File: config.mk
export PLATFORM = sky130hd
export DESIGN_NAME = clint_dev_flat
export DESIGN_NICKNAME = d
export VERILOG_FILES = /design/src/rtl/clint_dev_pkg.sv /design/src/rtl/clint_dev_if.sv /design/src/rtl/clint_tick_gen.sv /design/src/rtl/clint_dev.sv /design/src/flat_wrapper.sv
export SDC_FILE = /design/constraint.sdc
export NUM_CORES = 1
export LEC_CHECK = 0
export BUFFER_PORTS_ARGS = -buffer_cell sky130_fd_sc_hd__buf_2
export CAP_MARGIN = 10
export CORE_MARGIN = 1.5
export CORE_UTILIZATION = 50
export DETAILED_ROUTE_END_ITERATION = 8
export PLACE_DENSITY = 0.77
export SYNTH_ARGS = -nofsm -noshare
export SYNTH_HDL_FRONTEND = slang
export SYNTH_SLANG_ARGS = --single-unit
export TNS_END_PERCENT = 1
File: constraint.sdc
create_clock -name clock -period 2.93 [get_ports clock]
set_input_delay 0 -clock clock [delete_from_list [all_inputs] [get_ports clock]]
set_output_delay 0 -clock clock [all_outputs]
set_load 0.02 [all_outputs]
File: src/rtl/clint_dev_pkg.sv
// CLINT shared definitions: window base, register offsets, select encoding, masked-write helper.
// Shared with the memory-stage address decode so both sides agree on the map.
// No logic state lives here.
package clint_dev_pkg;

  localparam int XLEN = 64;

  localparam logic [63:0] CLINT_BASE         = 64'h0000_0000_0200_0000;
  localparam logic [15:0] CLINT_MSIP_OFF     = 16'h0000;
  localparam logic [15:0] CLINT_MTIMECMP_OFF = 16'h4000;
  localparam logic [15:0] CLINT_MTIME_OFF    = 16'hBFF8;

  typedef enum logic [1:0] {
    SEL_NONE,
    SEL_MSIP,
    SEL_MTIMECMP,
    SEL_MTIME
  } clint_sel_e;

  // Map a doubleword-aligned window offset to the register it names.
  function automatic clint_sel_e decode_sel(input logic [15:0] off);
    clint_sel_e sel;
    case (off)
      CLINT_MSIP_OFF:     sel = SEL_MSIP;
      CLINT_MTIMECMP_OFF: sel = SEL_MTIMECMP;
      CLINT_MTIME_OFF:    sel = SEL_MTIME;
      default:            sel = SEL_NONE;
    endcase
    return sel;
  endfunction

  // Bit-masked merge of lane-shifted store data into an existing register.
  function automatic logic [XLEN-1:0] mask_merge(input logic [XLEN-1:0] old_val,
                                                 input logic [XLEN-1:0] wdata,
                                                 input logic [XLEN-1:0] wmask);
    return (old_val & ~wmask) | (wdata & wmask);
  endfunction

endpackage

File: src/rtl/clint_dev_if.sv
// Memory-stage data port as seen by the CLINT: request, combinational hit, registered read response.
// Read response arrives one cycle after a read hit; stores complete silently.
// No backpressure: every hit is accepted in the cycle it is presented.
interface clint_dev_if;
  import clint_dev_pkg::*;

  logic            req_valid;
  logic            req_wen;
  logic [XLEN-1:0] req_addr;
  logic [XLEN-1:0] req_wdata;
  logic [XLEN-1:0] req_wmask;
  logic            hit;
  logic            rsp_valid;
  logic [XLEN-1:0] rsp_rdata;

  modport master (
    output req_valid, req_wen, req_addr, req_wdata, req_wmask,
    input  hit, rsp_valid, rsp_rdata
  );

  modport slave (
    input  req_valid, req_wen, req_addr, req_wdata, req_wmask,
    output hit, rsp_valid, rsp_rdata
  );

endinterface

File: src/rtl/clint_tick_gen.sv
// mtime prescaler: div_cnt counts 0..TICK_DIV-1 and wraps; tick is high on the last count.
// Latency: tick is decoded straight from the counter register (no extra delay).
// No backpressure: free-running.
module clint_tick_gen #(
  parameter int TICK_DIV = 1
) (
  input  logic clock,
  input  logic reset,
  output logic tick
);

  localparam logic [15:0] TICK_LAST = 16'(TICK_DIV - 1);

  logic [15:0] div_cnt_q;
  logic [15:0] div_cnt_d;

  assign tick = (div_cnt_q == TICK_LAST);

  // Advance the prescaler, wrapping to zero on the tick cycle.
  always_comb begin
    div_cnt_d = tick ? 16'd0 : div_cnt_q + 16'd1;
  end

  // Prescaler state, cleared by synchronous reset.
  always_ff @(posedge clock) begin
    if (reset) div_cnt_q <= 16'd0;
    else       div_cnt_q <= div_cnt_d;
  end

endmodule

File: src/rtl/clint_dev.sv
// Core-local interruptor: msip / mtimecmp / mtime registers on the memory-stage data port.
// Latency: hit is combinational, read data 1 cycle, writes take effect at the request edge.
// No backpressure: a read or write can be accepted every cycle.
module clint_dev
  import clint_dev_pkg::*;
#(
  parameter logic [63:0] BASE_ADDR = CLINT_BASE,
  parameter int          TICK_DIV  = 1
) (
  input  logic        clock,
  input  logic        reset,
  clint_dev_if.slave  bus,
  output logic        sw_irq,
  output logic        timer_irq
);

  logic            tick;
  logic [15:0]     req_off;
  clint_sel_e      req_sel;
  logic            wr_en;
  logic            rd_en;
  logic [XLEN-1:0] rd_val;
  logic [2:0]      unused_addr_lsb;

  logic            msip_q,      msip_d;
  logic [XLEN-1:0] mtime_q,     mtime_d;
  logic [XLEN-1:0] mtimecmp_q,  mtimecmp_d;
  logic            rsp_valid_q, rsp_valid_d;
  logic [XLEN-1:0] rsp_rdata_q, rsp_rdata_d;
  logic            timer_irq_q, timer_irq_d;

  clint_tick_gen #(.TICK_DIV(TICK_DIV)) u_tick_gen (
    .clock (clock),
    .reset (reset),
    .tick  (tick)
  );

  // Window decode: upper 48 address bits select the CLINT, [15:3] picks the doubleword.
  assign bus.hit         = bus.req_valid && (bus.req_addr[63:16] == BASE_ADDR[63:16]);
  assign req_off         = {bus.req_addr[15:3], 3'b000};
  assign req_sel         = decode_sel(req_off);
  assign wr_en           = bus.hit && bus.req_wen;
  assign rd_en           = bus.hit && !bus.req_wen;
  assign unused_addr_lsb = bus.req_addr[2:0];

  // Register updates: a store to mtime overrides the prescaler increment in the same cycle.
  always_comb begin
    msip_d     = msip_q;
    mtimecmp_d = mtimecmp_q;
    mtime_d    = tick ? mtime_q + 64'd1 : mtime_q;
    if (wr_en) begin
      case (req_sel)
        SEL_MSIP:     msip_d     = (msip_q & ~bus.req_wmask[0]) | (bus.req_wdata[0] & bus.req_wmask[0]);
        SEL_MTIMECMP: mtimecmp_d = mask_merge(mtimecmp_q, bus.req_wdata, bus.req_wmask);
        SEL_MTIME:    mtime_d    = mask_merge(mtime_q, bus.req_wdata, bus.req_wmask);
        default:      ;
      endcase
    end
  end

  // Read mux on pre-update register values; unmapped offsets read zero.
  always_comb begin
    rd_val = '0;
    case (req_sel)
      SEL_MSIP:     rd_val = {{(XLEN-1){1'b0}}, msip_q};
      SEL_MTIMECMP: rd_val = mtimecmp_q;
      SEL_MTIME:    rd_val = mtime_q;
      default:      rd_val = '0;
    endcase
  end

  // Response pipeline and timer compare; read data holds between reads.
  always_comb begin
    rsp_valid_d = rd_en;
    rsp_rdata_d = rd_en ? rd_val : rsp_rdata_q;
    timer_irq_d = (mtime_q >= mtimecmp_q);
  end

  // All CLINT state, cleared by synchronous reset (drops any pending response).
  always_ff @(posedge clock) begin
    if (reset) begin
      msip_q      <= 1'b0;
      mtime_q     <= '0;
      mtimecmp_q  <= '1;
      rsp_valid_q <= 1'b0;
      rsp_rdata_q <= '0;
      timer_irq_q <= 1'b0;
    end else begin
      msip_q      <= msip_d;
      mtime_q     <= mtime_d;
      mtimecmp_q  <= mtimecmp_d;
      rsp_valid_q <= rsp_valid_d;
      rsp_rdata_q <= rsp_rdata_d;
      timer_irq_q <= timer_irq_d;
    end
  end

  assign bus.rsp_valid = rsp_valid_q;
  assign bus.rsp_rdata = rsp_rdata_q;
  assign sw_irq        = msip_q;
  assign timer_irq     = timer_irq_q;

endmodule

File: src/flat_wrapper.sv
// flat-port wrapper written by rule: the top's interface ports become plain ports
module clint_dev_flat import clint_dev_pkg::*;
#(
  parameter logic [63:0] BASE_ADDR = CLINT_BASE,
  parameter int          TICK_DIV  = 1
)
  (clock, reset, sw_irq, timer_irq, bus_req_valid, bus_req_wen, bus_req_addr, bus_req_wdata, bus_req_wmask, bus_hit, bus_rsp_valid, bus_rsp_rdata);
  clint_dev_if bus_i ();
  input  logic clock;
  input  logic reset;
  output logic sw_irq;
  output logic timer_irq;
  input wire logic [$bits(bus_i.req_valid)-1:0] bus_req_valid;
  input wire logic [$bits(bus_i.req_wen)-1:0] bus_req_wen;
  input wire logic [$bits(bus_i.req_addr)-1:0] bus_req_addr;
  input wire logic [$bits(bus_i.req_wdata)-1:0] bus_req_wdata;
  input wire logic [$bits(bus_i.req_wmask)-1:0] bus_req_wmask;
  output wire logic [$bits(bus_i.hit)-1:0] bus_hit;
  output wire logic [$bits(bus_i.rsp_valid)-1:0] bus_rsp_valid;
  output wire logic [$bits(bus_i.rsp_rdata)-1:0] bus_rsp_rdata;
  assign bus_i.req_valid = bus_req_valid;
  assign bus_i.req_wen = bus_req_wen;
  assign bus_i.req_addr = bus_req_addr;
  assign bus_i.req_wdata = bus_req_wdata;
  assign bus_i.req_wmask = bus_req_wmask;
  assign bus_hit = bus_i.hit;
  assign bus_rsp_valid = bus_i.rsp_valid;
  assign bus_rsp_rdata = bus_i.rsp_rdata;
  clint_dev #(.BASE_ADDR(BASE_ADDR), .TICK_DIV(TICK_DIV)) u_core (.clock(clock), .reset(reset), .bus(bus_i), .sw_irq(sw_irq), .timer_irq(timer_irq));
endmodule
* Yosys cells after proc, flatten, opt, wreduce, memory -nomap -nowiden
Index checks and enable logic that the tools add are counted.
** Storage, ports and cells
- Logic and storage cells :: 40
- Output and inout port bits :: 68
- Flip-flop bits (word level) :: 211
- Input bits :: 196
** Operators by class
- $lt $le $gt $ge :: 1
- Reductions and logical operators :: 9
- Multiplexer cells :: 5
- $add $sub $neg :: 2
- Bitwise logic cells :: 10
- Equal/unequal tests :: 6
** Operators by type and width (count)
- 64-bit bitwise AND :: 3
- 64-bit two-way mux :: 3
- 64-bit case mux with 3 select lines :: 1
- 64-bit bitwise OR :: 2
- 64-bit by 1-bit adder with 64-bit output (second input constant) :: 1
- 64-bit greater-or-equal comparator :: 1
- 64-bit NOT :: 1
- 48-bit by 10-bit equality test with 1-bit output (second input constant) :: 1
- 16-bit logical NOT :: 2
- 16-bit by 1-bit adder with 16-bit output (second input constant) :: 1
- 13-bit by 12-bit equality test with 1-bit output (second input constant) :: 1
- 13-bit equality test (second input constant) :: 1
- 2-bit case mux with 3 select lines :: 1
- 2-bit equality test (second input constant) :: 2
- 2-bit AND reduction :: 2
- 1-bit logical AND :: 3
- 1-bit bitwise AND :: 2
- 2-bit by 1-bit equality test with 1-bit output (second input constant) :: 1
- 2-bit OR reduction :: 1
- 1-bit logical NOT :: 1
- 1-bit NOT :: 1
- 1-bit bitwise OR :: 1

* Longest topological paths before layout
- Word-level depth :: 5
- Gate-level depth with buffers :: 11
- Gate-level depth less buffers :: 9

* Hierarchy
A second synthesis with hierarchy kept.
** Second synthesis, totals
- Cells, all modules :: 1427
- Area total of the unflattened synthesis :: 11931.4 um^2
** Modules (own cells, without submodules)
- clint_dev :: area an instance 11174.5 um^2, seq. area each 3903.7 um^2, cells an instance 1341, times used 1
- clint_tick_gen :: area an instance 757.0 um^2, seq. area each 320.3 um^2, cells an instance 86, times used 1

* Worst setup path after synthesis
OpenSTA, ideal clock, no wires.
- Kind :: reg2reg
- From :: register u_core.u_tick_gen.div_cnt_q[0]
- To :: register (tool-made name)
- Data arrival time :: 2332 ps
- Library setup time :: 91 ps
- Stages on the path, launching flop included :: 11
- Buffers on the path :: 1
- Period minus slack after synthesis :: 2423 ps
- Data required time :: 2839 ps
- Slack :: 507 ps
- Cells stage by stage :: dfxtp_1 inv_1 ha_1 nor4b_2 nand4_2 nor3_4 o2111ai_2 or3_1 clkbuf_2 or3_1 a311oi_1
** RTL lines
- from (decl) :: line clint_tick_gen.sv:14 : logic [15:0] div_cnt_q;
- from (signal assigned) :: line clint_tick_gen.sv:27 : else div_cnt_q <= div_cnt_d;

==> metrics.md <==
| Metric | Value |
|---|---|
| Status | `finished clean` |
| Syn Nets | `1640` |
| Mapped Cells | `1377` |
| Row cnt | `55` |
| Simple-gate share of the synthesized area | `a little under a quarter` |
| Post-synth EDFFs | `0` |
| Setup_tns | `0 ns` |
| Post-CTS Setup Bufs | `0` |
| Chip width | `between 150 and 200 um` |
| Wirelength per Cell | `19.16 um` |
| Nature of the critical path endpoint | `register` |
| GP Congestion | `0.8820` |
| Post-route clock period utilization | `between 90% and 100%` |
| Post-synth top area cell | `dfxtp_1` |
| Pwr dens | `408.6 nW/um^2` |
| Detailed placer's ending HPWL | `about 25 mm` |
| Register area share after synthesis | `37.01%` |
| Yosys warning total | `0` |
| I/O pin count | `264` |
| Flops & latches, synth | `211` |
| Final WL | `between 40 and 50 mm` |
| Dpl ws | `0.1302 ns` |
| Slew headroom | `49.43%` |
| Worst-path clk slew | `0.06 ns` |
| Antenna viol nets, final | `0` |
| Final hold vios | `0` |
| CTS root buf | `clkbuf_16` |
| Final slew viol count | `0` |
| Initial Util | `50.72%` |
| Largest net degree at the start of global routing | `111` |
| # DRC | `0` |
| Leakage | `6.705 nW` |
| Fin util | `a little under three quarters` |
| Main combinational cell family by area after synthesis | `compound AO/OA/AOI/OAI gates` |
| Worst Path Arrival | `3.36 ns` |
| Hold WS | `0.08675 ns` |
| Startpoint types | `primary input` |
| Congestion Overflow GR | `0` |
| Post-Route Skew | `0.01493 ns` |
| GR Util met1 | `~39%` |
| Most common flop cell mapped by yosys | `dfxtp_1` |
| Area Growth Syn to Fin | `40.75%` |
| WP data required | `3.39 ns` |
| Worst Max-Slew Pin Slew | `0.7586 ns` |
| Min-Delay Path Class | `primary input to register` |
| DP Area | `13100 sq um` |
| Core area | `22500 sq um` |
| H-tree depth | `1` |
| CTS tree | `done` |
| Worst VDD drop | `0.3617 mV` |
| Clock Latency Late Sink | `~0.53 ns` |
| Cell Area, Synth | `11410 sq um` |
| Via count | `13162` |
| Fraction of layout cells with a size suffix above 1 | `20.54%` |
| Worst-case clock buffer depth | `3` |
| Seq pwr share | `43.8%` |
| RSZ-0062 raised after global routing | `yes` |
| Power Internal | `5.077 mW` |
| GR Util met2 | `roughly three fifths` |
| Synth Area in Adders | `7.345%` |
| Post-synthesis xor/xnor area fraction | `1.074%` |
| Final setup viols | `0` |
| Post-synthesis compound-gate area fraction | `24.10%` |
| Vias in the first global route | `13056` |
| Starting DRT DRC Count | `1248` |
| Post-synthesis mux area share | `less than 1%` |
| Min Tclk post-route | `2.894 ns` |
| Die area | `~24000 sq um` |
| Antenna violations before repair | `1` |
| Vias per cell | `around 6.2` |
| Maxcap violations | `0` |
| Critical path class | `primary input to register` |
| Met3 Use GR | `4.961%` |
| Area contributors post-synth | `dfxtp_1, ha_1, a311o_1, a221oi_1, a21oi_1` |
| Comb pwr share | `about 6.6%` |
| CTS Buf Count | `24` |
| # nets final | `2080` |
| Distinct cells, synth | `66` |
| Crit Path Max Fanout | `39` |
| Fin area | `roughly 16000 sq um` |
| P_sw | `1.486 mW` |
| Die Height | `154.1 um` |
| IO buf count | `260` |
| Fmax | `0.3456 GHz` |
| Global-route wire length before repair | `64.18 mm` |
| Post-synth top area share | `between 30% and 40%` |
| Busiest metal layer after global routing | `met2` |
| GRT Total Usage | `33.15%` |
| Num Clock Sinks | `211` |
| Synth async-reset ratio | `0%` |
| Detailed Routing Iterations Pass 1 | `6` |
| Clock power frac | `49.6%` |
| Final WS setup | `0.03633 ns` |
| Syn avg cell area | `8.289 sq um` |
| Switch share | `22.65%` |
==> cells in the mapped netlist, types with 4 or more instances <==
cell type / number
a221oi_1: 69
a21oi_1: 112
nor3b_1: 6
nand3_1: 77
nor4_1: 26
mux2i_1: 4
or2_2: 5
buf_2: 22
o211ai_1: 18
o21a_1: 5
inv_1: 77
a211oi_1: 12
dfxtp_1: 211
and4_1: 7
ha_1: 67
clkbuf_1: 54
nor4b_1: 4
nand4_1: 29
a31oi_1: 38
a21o_1: 14
nand2b_1: 4
o21ai_0: 14
or3_1: 23
a311o_1: 64
mux2_2: 6
nand2_1: 110
xnor2_1: 5
or4_1: 8
and3_1: 17
xor2_1: 9
o311ai_0: 4
and2_1: 5
nor2_1: 112
nor3_1: 84
buf_4: 8
==> cell families after synthesis <==
family,count (synthesis)
buf+inv,164
simple gates,535
xor+xnor,14
mux,10
compound gates,376
fa+ha+maj,67
flops,211
==> layer usage <==
layer | vias up | share of wire, % | routed length [um]
met4 | 0 | 4.6 | 1864
met2 | 722 | 49 | 19810
li1 | 6125 | - | -
met1 | 6161 | 39 | 15690
met5 | - | 0 | 0
met3 | 154 | 8.1 | 3279
==> critical path: stages <==
cell           delay, ns
dlygate4sd3_1       0.55
buf_2               0.17
nand4b_1            0.19
nor4_2              0.25
buf_6               0.23
nand2_2             0.12
nor2_4              0.11
buf_12              0.16
buf_16              0.20
nand3_1             0.10
dlygate4sd3_1       0.57
a21oi_1             0.13
dlygate4sd3_1       0.55
==> stage by stage <==
step / instances / power, mW
CTS: 2120 / 6.550
detailed placement: 1872 / 3.215
finish: 2121 / 6.563
global route: 2121 / 6.726
global placement: 1872 / 3.212
floorplan: 1377 / 3.004
==> final timing paths <==
check	slack, ns	to	startpoint	cells after the start
min	0.09	u_core.bus.rsp_rdata[22]$_SDFFE_PP0P_	bus_req_wen	5
min reg2reg	0.49	u_core.bus.rsp_rdata[59]$_SDFFE_PP0P_	u_core.bus.rsp_rdata[59]$_SDFFE_PP0P_	2
max	0.04	register	bus_req_addr[14]	13
max reg2reg	0.07	register	u_core.u_tick_gen.div_cnt_q[0]$_SDFF_PP0_	9
==> power by group through the flow <==
stage                     Combinational, mW  Sequential [mW]  Clock (mW)
after CTS                             0.413             2.88        3.26
after detailed placement              0.275             2.94           0
after global placement                0.272             2.94           0
after floorplan                      0.0647             2.94           0
final                                 0.432             2.88        3.25
after global routing                  0.457             2.88        3.39
==> area by class of cell <==
class,count,area (sq um)
diodes,1,2.502
clock buffers,32,711.9
clock inverters,12,146.4
fillers,1656,6439
inverters,78,292.8
multi-input cells,1002,6599
flip-flops and latches,211,4224
well taps,285,356.6
repair buffers,500,3731
==> cell usage in the layout (no fill, tap or decap), types with 24 or more instances in the layout <==
cell	n
a21oi_1	112
a221oi_1	69
a311o_1	64
a31oi_1	38
buf_2	259
buf_4	27
clkbuf_16	25
dfxtp_1	211
dlygate4sd3_1	204
ha_1	67
inv_1	77
nand2_1	109
nand3_1	77
nand4_1	29
nor2_1	110
nor3_1	82
nor4_1	24
==> repair_timing <==
action / 4_1_cts / 5_1_grt
setup endpoints to repair: 0 / 12
hold endpoints to repair: 129 / 0
hold buffers: 204 / 0
resized for setup: 0 / 12
Power figures use the tool's default switching activity.
